[src/rtl/fp_matvec_sequencer.sv]
// fp_matvec_sequencer: issues one matrix row per cycle into a shared dot-product
// unit to form y = M*v (+bias), and tags each returning result with its row index.
//
// Ports:
//   clk, rst            clock, synchronous active-high reset (shared with the dot product)
//   start               one-cycle request, sampled only in IDLE
//   n_rows, n_cols      operation shape, sampled with start
//   bias_en, bias       optional bias for the c input, sampled with start
//   hold                stall, suppresses new row reads while high
//   vec                 vector v, held stable by the requester while busy
//   busy, done, cfg_err status: busy in ISSUE/DRAIN, done and cfg_err are one-cycle pulses
//   row_rd_en/addr/data row memory read port (data valid one cycle after rd_en)
//   dp_a/b/c/enable/ready  drive side of the dot-product unit
//   dp_out, dp_valid    result side of the dot-product unit
//   res_valid/data/idx  tagged result stream (no backpressure)
module fp_matvec_sequencer #(
  parameter int unsigned WIDTH      = 32,
  parameter int unsigned NUM_INPUTS = 5,
  parameter int unsigned MAX_ROWS   = 16,
  parameter int unsigned ROW_ADDR_W = $clog2(MAX_ROWS),
  parameter int unsigned NCOL_W     = $clog2(NUM_INPUTS + 1)
) (
  input  logic                          clk,
  input  logic                          rst,
  input  logic                          start,
  input  logic [ROW_ADDR_W:0]           n_rows,
  input  logic [NCOL_W-1:0]             n_cols,
  input  logic                          bias_en,
  input  logic [WIDTH-1:0]              bias,
  input  logic                          hold,
  input  logic [WIDTH*NUM_INPUTS-1:0]   vec,
  output logic                          busy,
  output logic                          done,
  output logic                          cfg_err,
  output logic                          row_rd_en,
  output logic [ROW_ADDR_W-1:0]         row_rd_addr,
  input  logic [WIDTH*NUM_INPUTS-1:0]   row_rd_data,
  output logic [WIDTH*NUM_INPUTS-1:0]   dp_a,
  output logic [WIDTH*NUM_INPUTS-1:0]   dp_b,
  output logic [WIDTH-1:0]              dp_c,
  output logic [NUM_INPUTS-1:0]         dp_enable,
  output logic                          dp_ready,
  input  logic [WIDTH-1:0]              dp_out,
  input  logic                          dp_valid,
  output logic                          res_valid,
  output logic [WIDTH-1:0]              res_data,
  output logic [ROW_ADDR_W-1:0]         res_idx
);

  typedef enum logic [1:0] {IDLE, ISSUE, DRAIN, DONE} state_t;

  state_t                state;
  logic [ROW_ADDR_W-1:0] issue_cnt;
  logic [ROW_ADDR_W-1:0] res_cnt;
  logic [ROW_ADDR_W-1:0] last_row;   // n_rows - 1, so both counters compare without widening
  logic                  cfg_ok;
  logic                  in_op;

  // Legal shape: 1..MAX_ROWS rows and 1..NUM_INPUTS columns.
  assign cfg_ok = (n_rows != '0) && (n_rows <= (ROW_ADDR_W+1)'(MAX_ROWS)) &&
                  (n_cols != '0) && (n_cols <= NCOL_W'(NUM_INPUTS));

  assign in_op = (state == ISSUE) || (state == DRAIN);

  // Read strobe reacts to hold in the same cycle so a stall costs no extra gap.
  assign row_rd_en   = (state == ISSUE) && !hold;
  assign row_rd_addr = issue_cnt;

  assign dp_a = row_rd_data;
  assign dp_b = vec;

  // Results outside an operation (e.g. stale pipeline contents) are dropped.
  assign res_valid = dp_valid && in_op;
  assign res_data  = dp_out;
  assign res_idx   = res_cnt;

  // Control FSM, counters and registered status outputs.
  always_ff @(posedge clk) begin
    if (rst) begin
      state     <= IDLE;
      issue_cnt <= '0;
      res_cnt   <= '0;
      last_row  <= '0;
      dp_c      <= '0;
      dp_enable <= '0;
      dp_ready  <= 1'b0;
      busy      <= 1'b0;
      done      <= 1'b0;
      cfg_err   <= 1'b0;
    end else begin
      done     <= 1'b0;
      cfg_err  <= 1'b0;
      // Row data returns one cycle after the read, so ready trails rd_en by one.
      dp_ready <= row_rd_en;

      if (row_rd_en) issue_cnt <= issue_cnt + ROW_ADDR_W'(1);
      if (res_valid) res_cnt   <= res_cnt + ROW_ADDR_W'(1);

      case (state)
        IDLE: begin
          if (start) begin
            if (cfg_ok) begin
              last_row  <= ROW_ADDR_W'(n_rows - (ROW_ADDR_W+1)'(1));
              dp_c      <= bias_en ? bias : '0;
              for (int unsigned i = 0; i < NUM_INPUTS; i++) begin
                dp_enable[i] <= (i < 32'(n_cols));
              end
              issue_cnt <= '0;
              res_cnt   <= '0;
              busy      <= 1'b1;
              state     <= ISSUE;
            end else begin
              cfg_err <= 1'b1;
            end
          end
        end
        ISSUE: begin
          if (row_rd_en && (issue_cnt == last_row)) state <= DRAIN;
        end
        DRAIN: begin
          if (res_valid && (res_cnt == last_row)) begin
            busy  <= 1'b0;
            done  <= 1'b1;
            state <= DONE;
          end
        end
        DONE: begin
          state <= IDLE;
        end
        default: begin
          state <= IDLE;
        end
      endcase
    end
  end

endmodule

[config.mk]
export PLATFORM = sky130hd
export DESIGN_NAME = fp_matvec_sequencer
export DESIGN_NICKNAME = d
export VERILOG_FILES = /design/src/rtl/fp_matvec_sequencer.sv
export SDC_FILE = /design/constraint.sdc
export NUM_CORES = 1
export LEC_CHECK = 0
export CORE_AREA = 5 5 312 314
export CTS_CLUSTER_DIAMETER = 50
export CTS_CLUSTER_SIZE = 25
export DETAILED_ROUTE_END_ITERATION = 8
export DIE_AREA = 0 0 317 319
export SYNTH_ARGS = -nofsm -noshare
export SYNTH_HDL_FRONTEND = slang
export SYNTH_SLANG_ARGS = --single-unit
export TNS_END_PERCENT = 5
[constraint.sdc]
create_clock -name clk -period 5.4 [get_ports clk]
set_input_delay 0.81 -clock clk [delete_from_list [all_inputs] [get_ports clk]]
set_output_delay 0.81 -clock clk [all_outputs]
set_load 0.01 [all_outputs]
# Word level (Yosys, flattened, before mapping)
# Cells that the tools add are included.
word_totals:
  regBits: 55
  latch_bits: 0
  mem_bits_rw: 0
  rom_bits: 0
  input_bits: 398
  out_inout_bits: 403
  wordCells: 70
  memories: 0
op_classes:
  addsub: 3
  n_mul: 0
  n_div: 0
  magnitude_cmp: 7
  n_eq_ne: 9
  shifts: 0
  muxes: 20
  bitwise: 3
  reduce_logical: 18
op_table:
  columns: ["cell", "n"]
  rows:
  - ["32-bit two-way mux", 1]
  - ["4-bit two-way mux", 8]
  - ["4-bit by 1-bit adder with 4-bit output (second input constant)", 2]
  - ["4-bit == test", 2]
  - ["2-bit two-way mux", 4]
  - ["2-bit case mux with 4 select lines", 1]
  - ["4-bit AND reduction", 2]
  - ["1-bit logical AND", 7]
  - ["1-bit by 3-bit < comparator with 1-bit output (first input constant)", 2]
  - ["2-bit by 3-bit < comparator with 1-bit output (first input constant)", 2]
  - ["5-bit less-or-equal comparator (second input constant)", 1]
  - ["1-bit two-way mux", 5]
  - ["5-bit nonzero test", 1]
  - ["2-bit == test (second input constant)", 2]
  - ["2-bit by 1-bit inequality test with 1-bit output (second input constant)", 2]
  - ["2-bit inequality test (second input constant)", 2]
  - ["4-bit by 1-bit subtractor with 4-bit output (second input constant)", 1]
  - ["3-bit less-or-equal comparator (second input constant)", 1]
  - ["3-bit < comparator (first input constant)", 1]
  - ["1-bit inverter", 3]
  - ["3-bit AND reduction", 1]
  - ["3-bit nonzero test", 1]
  - ["3-bit OR reduction", 1]
  - ["2-bit by 1-bit == test with 1-bit output (second input constant)", 1]
  - ["6 further kinds", 6]

# Logic depth before layout (Yosys ltp)
depth:
  depth_word: 7
  depth_mapped: 9
  mapped_depth_nobuf: 7

# Least setup slack after synthesis
# OpenSTA, ideal clock, no wires.
synth_timing:
  kind: "in2reg"
  startpoint: "input n_rows[0]"
  endpoint: "register dp_c[17]"
  setup_ns: 0.117
  t_arrival_ns: 2.126
  t_required_ns: 5.283
  path_slack_ns: 3.157
  stages: 9
  n_path_buf: 2
  path_cell_list: "inv_1 ha_1 nor3b_4 xnor2_2 and3b_4 nor2_4 buf_6 buf_6 a22o_1"
synth_via:
  elab_chain_len: 5
  word_cells_on_any_way: 6
  classes_between: "order compare (1); reduce/logical (5)"
synth_rtl:
  columns: ["element", "line", "text"]
  rows:
  - ["start: declaration", "26", "input logic [ROW_ADDR_W:0] n_rows,"]
  - ["5-bit less-or-equal comparator or 5-bit nonzero test (tied branches)", "60", "assign cfg_ok = (n_rows != '0) && (n_rows <= (ROW_ADDR_W+1)'(MAX_ROWS)) &&"]
  - ["1-bit logical AND * (2 in a row)", "60", null]
  - ["1-bit logical AND *", "61", "(n_cols != '0) && (n_cols <= NCOL_W'(NUM_INPUTS));"]
  - ["3-bit AND reduction (no line) *", null, null]
  - ["end signal: assignment", "104", "dp_c <= bias_en ? bias : '0;"]
  - ["end: declaration", "40", "output logic [WIDTH-1:0] dp_c,"]
# Every way passes the cells marked *; elsewhere a longest branch is shown, timed or not.
# A chain may end at the register's enable or synchronous reset.

# Final worst setup path
layout_timing:
  startpoint: "input hold"
  endpoint: "output row_rd_en"
layout_via:
  elab_chain_len: 2
layout_rtl:
  columns: ["element", "line", "text"]
  rows:
  - ["start: declaration", "30", "input logic hold,"]
  - ["1-bit logical NOT", "66", "assign row_rd_en = (state == ISSUE) && !hold;"]
  - ["1-bit logical AND", "66", null]
  - ["end: declaration", "35", "output logic row_rd_en,"]
# No other way between the ends.

==> out/results.tsv <==
metric	value	unit
die-area	101100	µm²
final_common_cell	clkdlybuf4s50_1	
nets	699	
grt_pass1_wl	39.29	mm
pin_count	801	
portBuffers	96	
synth_xor_area_share	3.240	%
drc	0	
setup_viol	0	
die_y	319	µm
syn_inst	554	
reg2reg_to	dp_c[20]	
cp_top_family	buffers and inverters	
post_cts_resized	0	
yosys.area_share.simple	5.469	%
place_inst	1552	
clock_latency	0.33	ns
row_count	113	
placed_cell_area	4646	µm²
layout_common_cells	96 x clkdlybuf4s50_1, 55 x dfxtp_1, 29 x a22o_1	
layout-drive-gt1-share	7.119	%
critPathBufInv	2	
slew_violations	0	
synth_compound_area_share	8.605	%
crit_required	4.59	ns
crit_top_cell	clkdlybuf4s50_1	
synthMuxAreaShare	0.9072	%
clockBufferDepth	2	
power_density	239.3	nW/µm²
critPathLaunchType	input pin	
synth_seq_cells	55	
ys_warn_count	0	
grt_max_degree	30	
period_needed	3.184	ns
worstSetupPathType	input pin to output port	
grt_usage	6.506	%
r2r_cells	6	
worstReg2RegStart	state[0]	
place_congestion	0.6849	
slowest_stage	clkdlybuf4s50_1	
end_kind	output port	
start_util	5.119	%
synth_top_family_by_area	buffers and inverters	
whs	0.4638	ns
dp_hpwl	31.68	mm
rrSetupSlack	3.29	ns
die_width	317	µm
holdCritStartpoint	dp_enable[3]	
antenna_found_initial	2	
hold_path.class	flip-flop to flip-flop	
cts_hold_buf	0	
power_leakage	1.260	nW
status	completed	
drv_cap	0	
htree_num_levels	2	
tightest_slew	0.8260	ns
final_hold_viol_count	0	
drt-wirelength-per-cell	22.33	µm
placeableCoreArea	94300	µm²
grt_pass1_vias	2634	
timing.fmax	314.0	MHz
postSynthAreaPerCell	8.713	µm²
detail-route-antenna-nets	0	
vias_per_cell	1.622	
post_cts.repair.setup_buffers	0	
crit_arrival	2.37	ns
synthAdderAreaFrac	1.814	%
area_growth	-0.6739	%
wirelength	34.84	mm
tns	0	ns
cts_buffers	5	
async_flop_share	0	%
drt_first_pass_iters	4	
drtIter0Drc	89	
fin_crit_sh	58.97	%
clk_pin_slew	0.08	ns
dr_total_vias	2530	
rsz0062_at_grt	false	
power.total	1.147	mW
ys_types	34	
grt_remaining_overflow	0	
min_path_cells	2	
cts_tree	done	
peakVddDrop	0.0001109	V
min_to	dp_enable[3]	
instances_no_fill	1560	
synth_edf_count	0	
synth_area	4827	µm²
antenna-diode-count	0	
slew_headroom	44.80	%
syn_nets	959	
cts.sink_count	55	
final_area	4795	µm²
synth_ff_type	dfxtp_1	
cp_cell_sequence	clkdlybuf4s50_1 -> nor2b_1 -> clkdlybuf4s50_1	
max_stage_delay	0.70	ns
n_fill_cell	11180	
cp_max_fo	7	
ys_seq_area_share	22.81	%
cts_root_buf	clkbuf_16	
finalClockSkew	0.01680	ns
-- power by group --
group / switching, mW / total (mW) / internal (mW) / leakage (nW)
Combinational: 0.166 / 0.312 / 0.145 / 0.743
Clock: 0.191 / 0.366 / 0.176 / 0.0717
Sequential: 0.0301 / 0.469 / 0.439 / 0.446
Total: 0.387 / 1.15 / 0.760 / 1.26
-- sequential cells by signal, summed over array words and instances (netlist names) --
| signal | flops |
|---|---|
| state | 2 |
| last_row | 4 |
| dp_c | 32 |
| dp_ready | 1 |
| res_idx | 4 |
| cfg_err | 1 |
| row_rd_addr | 4 |
| dp_enable | 5 |
| done | 1 |
| busy | 1 |
-- worst max path at each step --
stage	from	cells after the start	end	slack, ns
after floorplan	n_rows[0]	9	dp_c[17]	3.16
after global placement	n_rows[0]	8	dp_c[25]	2.12
after detailed placement	n_rows[0]	8	dp_c[22]	2.07
after CTS	hold	3	row_rd_en	2.18
after global routing	hold	3	row_rd_en	2.14
final	hold	3	row_rd_en	2.22
-- metal layers --
metal / routed length, µm / vias up / share of wire (%) / GRT usage, %
li1: - / 895 / - / -
met1: 7052 / 1026 / 20 / 3.708
met2: 15110 / 442 / 43 / 9.952
met3: 10640 / 165 / 31 / 9.519
met4: 1985 / 2 / 5.7 / 3.148
met5: 40 / - / 0.11 / 0.6155
-- layout make-up --
class	count	area [µm²]	area share [%]
timing repair buffer	97	968.4	20.20
clock buffer	5	125.1	2.610
inverter	7	26.28	0.5480
sequential	55	1101	22.96
clock inverter	3	23.77	0.4958
tap	1265	1583	33.01
multi-input combinational	128	967.2	20.17
-- cells in the mapped netlist (2+ instances only) --
cell type	instances	area share, %
buf_4	352	55
dfxtp_1	55	23
a22o_1	29	5.3
nor2_1	19	1.5
nand2_1	13	1.0
xor2_1	10	1.8
a21oi_1	7	0.73
ha_1	7	1.8
inv_1	7	0.54
a211oi_2	6	1.6
xnor2_1	6	1.1
buf_2	5	0.52
nand3_1	5	0.52
nor3_1	4	0.41
buf_6	3	0.70
clkbuf_1	3	0.23
mux2i_1	3	0.62
nand4_1	3	0.39
and2_1	2	0.26
-- tightest hold or removal path, cell delays in order (launching register included) --
cell and delay, ns:
dfxtp_1 0.32, nand2_1 0.05, a21oi_1 0.05
-- stage by stage --
step | utilization, % | setup slack [ns]
6_report | 5.084 | 2.216
5_1_grt | 5.084 | 2.143
4_1_cts | 5.084 | 2.175
3_5_place_dp | 4.926 | 2.065
3_3_place_gp | 4.926 | 2.121
2_1_floorplan | - | 3.157
-- cells by family after synthesis --
group                      count (synthesis)
adders and majority gates                  7
xor gates and xnor gates                  17
AOI/OAI and AO/OA                         48
muxes                                      4
DFF                                       55
buffers and inverters                    371
and+or+nand+nor                           52
Power figures use the tool's default switching activity.
